### config.mk
export PLATFORM = sky130hd
export DESIGN_NAME = decoder_scan_flat
export DESIGN_NICKNAME = d
export VERILOG_FILES = /design/src/rtl/decoder_pkg.sv /design/src/rtl/decoder_scan_if.sv /design/src/rtl/decoder_scan_onehot_dec.sv /design/src/rtl/decoder_scan.sv /design/src/flat_wrapper.sv
export SDC_FILE = /design/constraint.sdc
export NUM_CORES = 1
export LEC_CHECK = 0
export ABC_AREA = 0
export CAP_MARGIN = 20
export CORE_MARGIN = 2
export CORE_UTILIZATION = 39
export DETAILED_ROUTE_END_ITERATION = 8
export PLACE_DENSITY_LB_ADDON = 0.12
export SETUP_SLACK_MARGIN = 0.02
export SLEW_MARGIN = 20
export SYNTH_ARGS = -nofsm -noshare
export SYNTH_HDL_FRONTEND = slang
export SYNTH_SLANG_ARGS = --single-unit
### constraint.sdc
create_clock -name clk -period 2.8 [get_ports clk]
set_clock_uncertainty 0.1 [all_clocks]
set_input_delay 0.28 -clock clk [delete_from_list [all_inputs] [get_ports clk]]
set_output_delay 0.28 -clock clk [all_outputs]
set_load 0.02 [all_outputs]
### src/rtl/decoder_pkg.sv
// Shared definitions for the decoder_scan block: state encoding, default
// parameter values and a constant-width helper.
package decoder_pkg;

    typedef enum logic [1:0] {
        ST_IDLE   = 2'd0,
        ST_DIRECT = 2'd1,
        ST_SCAN   = 2'd2
    } state_t;

    localparam int DEF_OUTS  = 8;
    localparam int DEF_DWELL = 4;

    // Bits needed to index n items; never less than 1 so ports stay legal.
    function automatic int clog2(input int n);
        int r;
        r = 0;
        while ((1 << r) < n) begin
            r = r + 1;
        end
        return (r < 1) ? 1 : r;
    endfunction

endpackage

### src/rtl/decoder_scan_if.sv
// Handshake and select bus of decoder_scan; master drives index/control,
// slave (the decoder) returns ready, the select vector and status.
interface decoder_scan_if
    import decoder_pkg::*;
#(
    parameter int OUTS = DEF_OUTS,
    parameter int W    = clog2(OUTS)
);
    logic            en;
    logic            mode;
    logic [W-1:0]    in;
    logic            in_valid;
    logic            in_ready;
    logic [OUTS-1:0] out;
    logic [W-1:0]    idx;
    logic            scan_wrap;
    logic            err;

    modport master (
        output en, mode, in, in_valid,
        input  in_ready, out, idx, scan_wrap, err
    );

    modport slave (
        input  en, mode, in, in_valid,
        output in_ready, out, idx, scan_wrap, err
    );
endinterface

### src/rtl/decoder_scan_onehot_dec.sv
// Combinational index-to-one-hot map; indices at or beyond OUTS give all zeros.
module onehot_dec
    import decoder_pkg::*;
#(
    parameter int W    = 3,
    parameter int OUTS = 8
) (
    input  logic [W-1:0]    idx_i,
    output logic [OUTS-1:0] onehot_o
);
    for (genvar gi = 0; gi < OUTS; gi++) begin : g_bit
        assign onehot_o[gi] = (idx_i == W'(gi));
    end
endmodule

### src/rtl/decoder_scan.sv
// Registered one-hot decoder with direct (valid/ready) and auto-scan modes.
// Define DECODER_SCAN_ACTIVE_LOW_EN to make the select output active-low.
module decoder_scan
    import decoder_pkg::*;
#(
    parameter int OUTS  = DEF_OUTS,
    parameter int W     = clog2(OUTS),
    parameter int DWELL = DEF_DWELL
) (
    input  logic          clk,
    input  logic          rst_n,
    decoder_scan_if.slave bus
);
    localparam int              CW       = clog2(DWELL);
    localparam logic [W-1:0]    LAST_IDX = W'(OUTS - 1);
    localparam logic [CW-1:0]   LAST_CNT = CW'(DWELL - 1);
`ifdef DECODER_SCAN_ACTIVE_LOW_EN
    localparam logic [OUTS-1:0] OUT_POL  = '1;
`else
    localparam logic [OUTS-1:0] OUT_POL  = '0;
`endif

    state_t          state_q;
    logic [W-1:0]    sel_q;
    logic [W-1:0]    idx_q;
    logic [CW-1:0]   cnt_q;
    logic [OUTS-1:0] out_q;
    logic            wrap_q;
    logic            err_q;

    logic            ready;
    logic            xfer;
    logic            in_oor;
    logic [W-1:0]    sel_d;
    logic [W-1:0]    idx_d;
    logic [CW-1:0]   cnt_d;
    logic            wrap_d;
    logic [W-1:0]    dec_idx;
    logic [OUTS-1:0] dec_out;

    always_comb begin
        ready  = (state_q != ST_SCAN);
        xfer   = bus.in_valid && ready;
        in_oor = (int'(bus.in) >= OUTS);
        sel_d  = xfer ? bus.in : sel_q;

        cnt_d  = cnt_q + CW'(1);
        idx_d  = idx_q;
        wrap_d = 1'b0;
        if (cnt_q == LAST_CNT) begin
            cnt_d  = '0;
            wrap_d = (idx_q == LAST_IDX);
            idx_d  = wrap_d ? '0 : idx_q + W'(1);
        end

        // Scan entry always restarts at index 0; direct shows the freshest selection.
        if (bus.mode) begin
            dec_idx = (state_q == ST_SCAN) ? idx_d : '0;
        end else begin
            dec_idx = sel_d;
        end
    end

    onehot_dec #(
        .W    (W),
        .OUTS (OUTS)
    ) u_dec (
        .idx_i    (dec_idx),
        .onehot_o (dec_out)
    );

    always_ff @(posedge clk or negedge rst_n) begin
        if (!rst_n) begin
            state_q <= ST_IDLE;
            sel_q   <= '0;
            idx_q   <= '0;
            cnt_q   <= '0;
            out_q   <= '0;
            wrap_q  <= 1'b0;
            err_q   <= 1'b0;
        end else begin
            if (xfer) begin
                sel_q <= bus.in;
                if (in_oor) begin
                    err_q <= 1'b1;
                end
            end
            wrap_q <= 1'b0;

            if (!bus.en) begin
                state_q <= ST_IDLE;
                out_q   <= '0;
            end else if (bus.mode && (state_q != ST_SCAN)) begin
                state_q <= ST_SCAN;
                idx_q   <= '0;
                cnt_q   <= '0;
                out_q   <= dec_out;
            end else if (bus.mode) begin
                idx_q   <= idx_d;
                cnt_q   <= cnt_d;
                wrap_q  <= wrap_d;
                out_q   <= dec_out;
            end else begin
                state_q <= ST_DIRECT;
                idx_q   <= sel_d;
                out_q   <= dec_out;
            end
        end
    end

    assign bus.in_ready  = ready;
    assign bus.out       = out_q ^ OUT_POL;
    assign bus.idx       = idx_q;
    assign bus.scan_wrap = wrap_q;
    assign bus.err       = err_q;

endmodule

### src/flat_wrapper.sv
// flat-port wrapper written by rule: the top's interface ports become plain ports
module decoder_scan_flat import decoder_pkg::*;
#(
    parameter int OUTS  = DEF_OUTS,
    parameter int W     = clog2(OUTS),
    parameter int DWELL = DEF_DWELL
)
  (clk, rst_n, bus_en, bus_mode, bus_in, bus_in_valid, bus_in_ready, bus_out, bus_idx, bus_scan_wrap, bus_err);
  decoder_scan_if #(.OUTS(OUTS), .W(W)) bus_i ();
  input  logic clk;
  input  logic rst_n;
  input wire logic [$bits(bus_i.en)-1:0] bus_en;
  input wire logic [$bits(bus_i.mode)-1:0] bus_mode;
  input wire logic [$bits(bus_i.in)-1:0] bus_in;
  input wire logic [$bits(bus_i.in_valid)-1:0] bus_in_valid;
  output wire logic [$bits(bus_i.in_ready)-1:0] bus_in_ready;
  output wire logic [$bits(bus_i.out)-1:0] bus_out;
  output wire logic [$bits(bus_i.idx)-1:0] bus_idx;
  output wire logic [$bits(bus_i.scan_wrap)-1:0] bus_scan_wrap;
  output wire logic [$bits(bus_i.err)-1:0] bus_err;
  assign bus_i.en = bus_en;
  assign bus_i.mode = bus_mode;
  assign bus_i.in = bus_in;
  assign bus_i.in_valid = bus_in_valid;
  assign bus_in_ready = bus_i.in_ready;
  assign bus_out = bus_i.out;
  assign bus_idx = bus_i.idx;
  assign bus_scan_wrap = bus_i.scan_wrap;
  assign bus_err = bus_i.err;
  decoder_scan #(.OUTS(OUTS), .W(W), .DWELL(DWELL)) u_core (.clk(clk), .rst_n(rst_n), .bus(bus_i));
endmodule
==> results of run 1 <==
area by class of cell:
| class | instances | area share [%] |
|---|---|---|
| well taps | 28 | 3.157 |
| flip-flops and latches | 19 | 42.84 |
| repair buffers | 20 | 18.04 |
| inverters | 3 | 1.015 |
| multi-input cells | 55 | 32.58 |
| clock buffers | 4 | 2.368 |
layer usage:
layer | wire length [µm] | share of wire [%] | up-vias
met5 | 0 | 0 | -
met2 | 801 | 46 | 20
li1 | - | - | 324
met1 | 803 | 46 | 315
met4 | 27 | 1.6 | 0
met3 | 101 | 5.8 | 5
cell usage in the layout (no fill, tap or decap), types with 2 or more instances in the layout:
cell type        Yosys  final
nor3_1              10     10
ha_1                 3      3
inv_1                3      3
nand3_1              2      2
a21oi_1              4      4
a211o_1              2      2
a22o_1               2      2
clkbuf_4             0      3
o21ai_0              2      2
nor2_1               4      4
nand2b_1             2      2
nand2_1              8      8
dfrtp_1             19     19
clkdlybuf4s50_1      0     20
worst reg2reg max path: stages (launching register included):
cell	delay, ns
dfrtp_1	0.44
ha_1	0.22
ha_1	0.27
mux2_4	0.25
and3_4	0.18
or4b_4	0.54
o21a_1	0.12
flip-flops by register name, summed over array words and instances (netlist names):
name,cells
u_core.bus.idx,3
u_core.cnt_q,2
u_core.state_q,2
u_core.bus.out,8
u_core.sel_q,3
u_core.bus.scan_wrap,1
report_power, final:
part | switching (µW) | internal [µW]
Sequential | 12.1 | 293
Clock | 84.9 | 55.6
Combinational | 64.2 | 54.3
worst max path at each step:
stage / start / endpoint / cells past startpoint
3_5_place_dp: u_core.bus.idx[0] / u_core.bus.idx[2] / 6
6_report: u_core.bus.idx[0] / u_core.bus.idx[2] / 6
5_1_grt: u_core.bus.idx[0] / u_core.bus.out[0] / 6
2_1_floorplan: u_core.bus.idx[0] / u_core.bus.idx[2] / 6
3_3_place_gp: u_core.bus.idx[0] / u_core.bus.out[1] / 6
4_1_cts: u_core.bus.idx[0] / u_core.bus.idx[2] / 6
per-stage QoR:
| step | hold slack [ns] | power, µW | util [%] |
|---|---|---|---|
| 2_1_floorplan | -0.1156 | 377.0 | - |
| 3_3_place_gp | 0.3522 | 426.2 | 50.44 |
| 3_5_place_dp | 0.3653 | 429.9 | 50.44 |
| 4_1_cts | 0.3708 | 571.5 | 51.66 |
| 5_1_grt | 0.4184 | 599.5 | 51.66 |
| 6_report | 0.3446 | 564.0 | 51.66 |
cells by family after synthesis:
logic type      Yosys count  synth area share, %
flops                    19                55.07
fa+ha+maj                 3                4.348
mux                       3                4.202
simple gates             33                20.73
other cells               1               0.4344
compound gates           15                12.18
buf+inv                   6                3.044
synthesized netlist by cell type, drive strengths merged, types with 2 or more instances:
cell type	count
dfrtp	19
nor3	10
nand2	8
a21oi	4
nor2	4
ha	3
inv	3
a211o	2
a22o	2
and3	2
clkbuf	2
mux2	2
nand2b	2
nand3	2
nor2b	2
o21ai	2
==> summary.txt, run 1 <==
status: complete, no violations
worst-skew pair later-pin latency: 0.30 ns
TNS Setup: 0 ns
async set or reset register ratio after synthesis: 100.0%
met2 Use GR: 23.81%
fmax: 0.4489 GHz
Pwr per Cell Area: 508.2 nW/µm²
DRT Pass-1 Iters: 4
Period Utilization, post-route: 79.56%
I/O pins: 22
clock root buffer: clkbuf_4
global route overflow: 0
fin area: 1110 µm²
GPL Wtd Cong: 0.7576
filler cell count: 215
Peak VDD IR: 0.0002119 V
FF+latch count, synth: 19
worst hold path type: in2async
max_cap viols: 0
Syn Nets: 91
Inst Count DP: 125
cell family contributing the most delay on the critical path: simple AND/OR/NAND/NOR gates
Worst Path Max Fanout: 5
share of cells above drive strength 1: 8.911%
Synth warnings: 0
final setup margin: 0.5723 ns
Reg2Reg Depth: 6
multi-input logic area: 361.6 µm²
syn_area_per_cell: 10.79 µm²
ANT nets after route: 0
H-tree depth: 1
die area: 2606 µm²
Buf/Inv on CP: 0
R2R Setup Slk: 0.57 ns
most used cell, CP: ha_1
Layout area overhead: 28.55%
met3 Track Usage GR: 3.509%
nature of the critical path endpoint: flop
Yosys top cell by area: dfrtp_1
Total Wirelength: 1.734 mm
via count: 664
Synth Cell Area: 863.3 µm²
Data arrival, critical path: 2.33 ns
number of global-route vias before repair: 683
Lkg Pwr: 0.0005083 µW
fin cells: 129
post-synth top area share: 55.07%
Initial Utilization: 40.19%
CP cell instances: ha_1, ha_1, mux2_4, and3_4, or4b_4, o21a_1
GRT Total Usage: 15.98%
CTS tree: done
sequential share of the synthesized area: 55.07%
FF/Latch Area: 475.5 µm²
WL per Instance: 13.44 µm
Clock Tree Buf Depth: 2
initial antenna violation count: 0
Clk pin slew, worst setup/hold paths: 0.11 ns
unrepaired setup endpoints after global routing: no
ant diodes: 0
Detail Placement HPWL: 1.284 mm
core area: 2148 µm²
Final min period: 2.228 ns
Critical Path Source Type: flop
top cells by area, synth: dfrtp_1 55%, nor3_1 5.8%, ha_1 4.3%, nand2_1 3.5%, a21oi_1 2.3%
hold_buf cts: 0
Initial DRC Count: 9
PostCTS Resize Cnt: 0
relative slew slack: 44.43%
CP peak stage delay: 0.54 ns
Yosys cell types: 30
CTS sink count: 19
Vias/cell: 5.147
Setup violations, final: 0
post-CTS setup buffer count: 0
Crit Reg-Reg Startpoint: u_core.bus.idx[0]
Num CTS Buffers: 3
die span in y: 51.05 µm
Chip Width: 51.05 µm
R2R Path End: u_core.bus.idx[2]
worst slack, placed: 0.5941 ns
CP Class: reg2reg
fin nets: 113
Post-synth EDFFs: 0
Crit-path slowest cell: or4b_4
met1 Use GR: 22.35%
ys flop type: dfrtp_1
Slew Viols, Final: 0
placed inst area: 1084 µm²
slew at the pin with the worst max-slew slack: 0.8309 ns
first-pass GRT wire length: 3.056 mm
Final Hold Viols: 0
Post-Syn Instances: 80
row count: 17
# port buffers: 20
GR peak layer: met2
required time of the critical path: 2.90 ns
Remaining DRCs: 0
largest net degree at the start of global routing: 20
No activity file was read; power rests on OpenSTA's default activity.
==> run 2: changes to the inputs <==
- clock period: 2.8 -> 2 ns (I/O delays scaled with it)
==> run 2 against run 1 <==
Against the previous run: the flow now finishes with violations (setup timing); register-to-register slack worse by 0.66 ns; first-iteration DRC count up 33%; hold slack worse by 0.21 ns; die area unchanged; clock power up 35%; sequential cell count unchanged; combinational power up 77%; sequential share of layout area down 4.6 points; non-clock buffer count up 12; maximum frequency up 6.9%; highest routed layer unchanged.
==> summary.txt, run 2 (synthesis gave the netlist of run 1 again) <==
fin area: 1250 µm² (+13%)
share of cells above drive strength 1: 24.78% (+16 points)
ANT nets after route: 0 (unchanged)
Pwr per Cell Area: 661.1 nW/µm² (+30%)
failing checks: setup timing
Clock Tree Buf Depth: 2 (unchanged)
unrepaired setup endpoints after global routing: yes
max_cap viols: 0 (unchanged)
I/O pins: 22 (unchanged)
placed inst area: 1194 µm² (+10%)
Slew Viols, Final: 0 (unchanged)
worst slack, placed: -0.08052 ns (-0.6747 ns)
fmax: 0.4799 GHz (+6.9%)
WHS: 0.1305 ns (-0.2141 ns)
fin nets: 125 (+11%)
CTS tree: done
Final min period: 2.084 ns (-0.1438 ns)
filler cell count: 191 (-11%)
Crit-path slowest cell: or4b_4
most frequent cells in the layout: 19 x clkdlybuf4s50_1, 17 x dfrtp_1, 12 x buf_4, 8 x nand2_1, 7 x nor3_1
CP cell instances: ha_4, ha_4, mux2_4, and3_4, or4b_4, o21a_1
status: complete, but fails checks
# port buffers: 20 (unchanged)
nature of the critical path endpoint: flop
Total Wirelength: 1.916 mm (+10%)
worst-skew pair later-pin latency: 0.29 ns (about the same)
number of global-route vias before repair: 663 (-2.9%)
via count: 687 (+3.5%)
TNS Setup: -0.3020 ns (-0.3020 ns)
hold_buf cts: 0 (unchanged)
clock root buffer: clkbuf_4
Initial DRC Count: 12 (+3)
CP Class: reg2reg
Remaining DRCs: 0 (unchanged)
GPL Wtd Cong: 0.7024 (-7.3%)
Critical Path Source Type: flop
Final Hold Viols: 0 (unchanged)
cell family contributing the most delay on the critical path: simple AND/OR/NAND/NOR gates
Worst Path Max Fanout: 5 (unchanged)
GRT Total Usage: 17.13% (+1.1 points)
core area: 2148 µm² (unchanged)
row count: 17 (unchanged)
die area: 2606 µm² (unchanged)
initial antenna violation count: 0 (unchanged)
worst hold path type: in2async
max reg flops: 8 (unchanged)
CP peak stage delay: 0.55 ns (about the same)
largest net degree at the start of global routing: 20 (unchanged)
Setup violations, final: 5 (+5)
Detail Placement HPWL: 1.440 mm (+12%)
Num CTS Buffers: 3 (unchanged)
Vias/cell: 4.872 (-5.3%)
Data arrival, critical path: 2.18 ns (-0.15 ns)
Buf/Inv on CP: 0 (unchanged)
total power: 826.4 µW (+47%)
most common cell after layout, fill and taps aside: clkdlybuf4s50_1
DRT Pass-1 Iters: 4 (unchanged)
die span in y: 51.05 µm (unchanged)
required time of the critical path: 2.09 ns (-0.81 ns)
Clk pin slew, worst setup/hold paths: 0.10 ns (about the same)
global route overflow: 0 (unchanged)
ant diodes: 0 (unchanged)
WL per Instance: 13.59 µm (+1.1%)
first-pass GRT wire length: 3.215 mm (+5.2%)
Initial Utilization: 40.19% (unchanged)
H-tree depth: 1 (unchanged)
Peak VDD IR: 0.0004911 V (+130%)
most used cell, CP: ha_4
Period Utilization, post-route: 104.2% (+25 points)
Chip Width: 51.05 µm (unchanged)
CTS sink count: 19 (unchanged)
Lkg Pwr: 0.0005709 µW (+12%)
Layout area overhead: 44.78%
final setup margin: -0.08392 ns (-0.6562 ns)
==> run 2: cell count changes in the layout (fill, tap and decap cells not counted), sizes merged <==
cell	delta
buf	+12
clkdlybuf4s50	-1
dlymetal6s2s	+1
==> run 2: layout make-up <==
type | instances | area (µm²) | share of cell area [%]
sequential | 19 | 478.0 | 38.24
multi-input combinational | 55 | 406.6 | 32.53
clock buffer | 4 | 26.28 | 2.102
tap | 28 | 35.03 | 2.803
inverter | 3 | 11.26 | 0.9009
timing repair buffer | 32 | 292.8 | 23.42
==> run 2: through the flow <==
step / util (%) / instances
final: 58.18 / 141
after global routing: 58.18 / 141
after CTS: 57.48 / 140
after detailed placement: 55.56 / 136
after global placement: 55.56 / 136
after floorplan: - / 80
==> run 2: metal layers <==
metal / up-vias / part of all wire [%] / global-route usage (%)
li1: 346 / - / -
met1: 324 / 48 / 23.76
met2: 15 / 47 / 25.76
met3: 2 / 4.5 / 3.216
met4: 0 / 0.73 / 8.108
met5: - / 0 / 0
==> run 2: path summary, 6_finish.rpt <==
| path | from | endpoint | slack (ns) | depth (start not counted) |
|---|---|---|---|---|
| setup / recovery | u_core.bus.idx[1] | u_core.bus.idx[2] | -0.08 | 6 |
| hold / removal | rst_n | u_core.state_q[1] | 0.13 | 2 |
| setup reg to reg | u_core.bus.idx[1] | u_core.bus.idx[2] | -0.08 | 6 |
| hold reg to reg | u_core.sel_q[1] | u_core.sel_q[1] | 0.40 | 2 |
| max in group asynchronous | rst_n | u_core.bus.idx[1] | 1.45 | 2 |
| min in group clk | bus_in[1] | u_core.sel_q[1] | 0.40 | 3 |
==> run 2: repair_timing <==
| action | in CTS | in global routing |
|---|---|---|
| gates cloned | 0 | 0 |
| buffers inserted | 0 | 1 |
| pin swaps | 1 | 0 |
| endpoints found under the hold margin | 0 | 0 |
| endpoints found under the setup margin | 6 | 6 |
| resized for setup | 3 | 2 |
==> run 2: where the power goes <==
group          internal, µW  leakage, µW  total, µW  switching, µW
clock network          77.6    0.0000150        189            112
registers               411     0.000247        428           17.4
logic                   105     0.000309        209            104
total                   593     0.000571        826            233
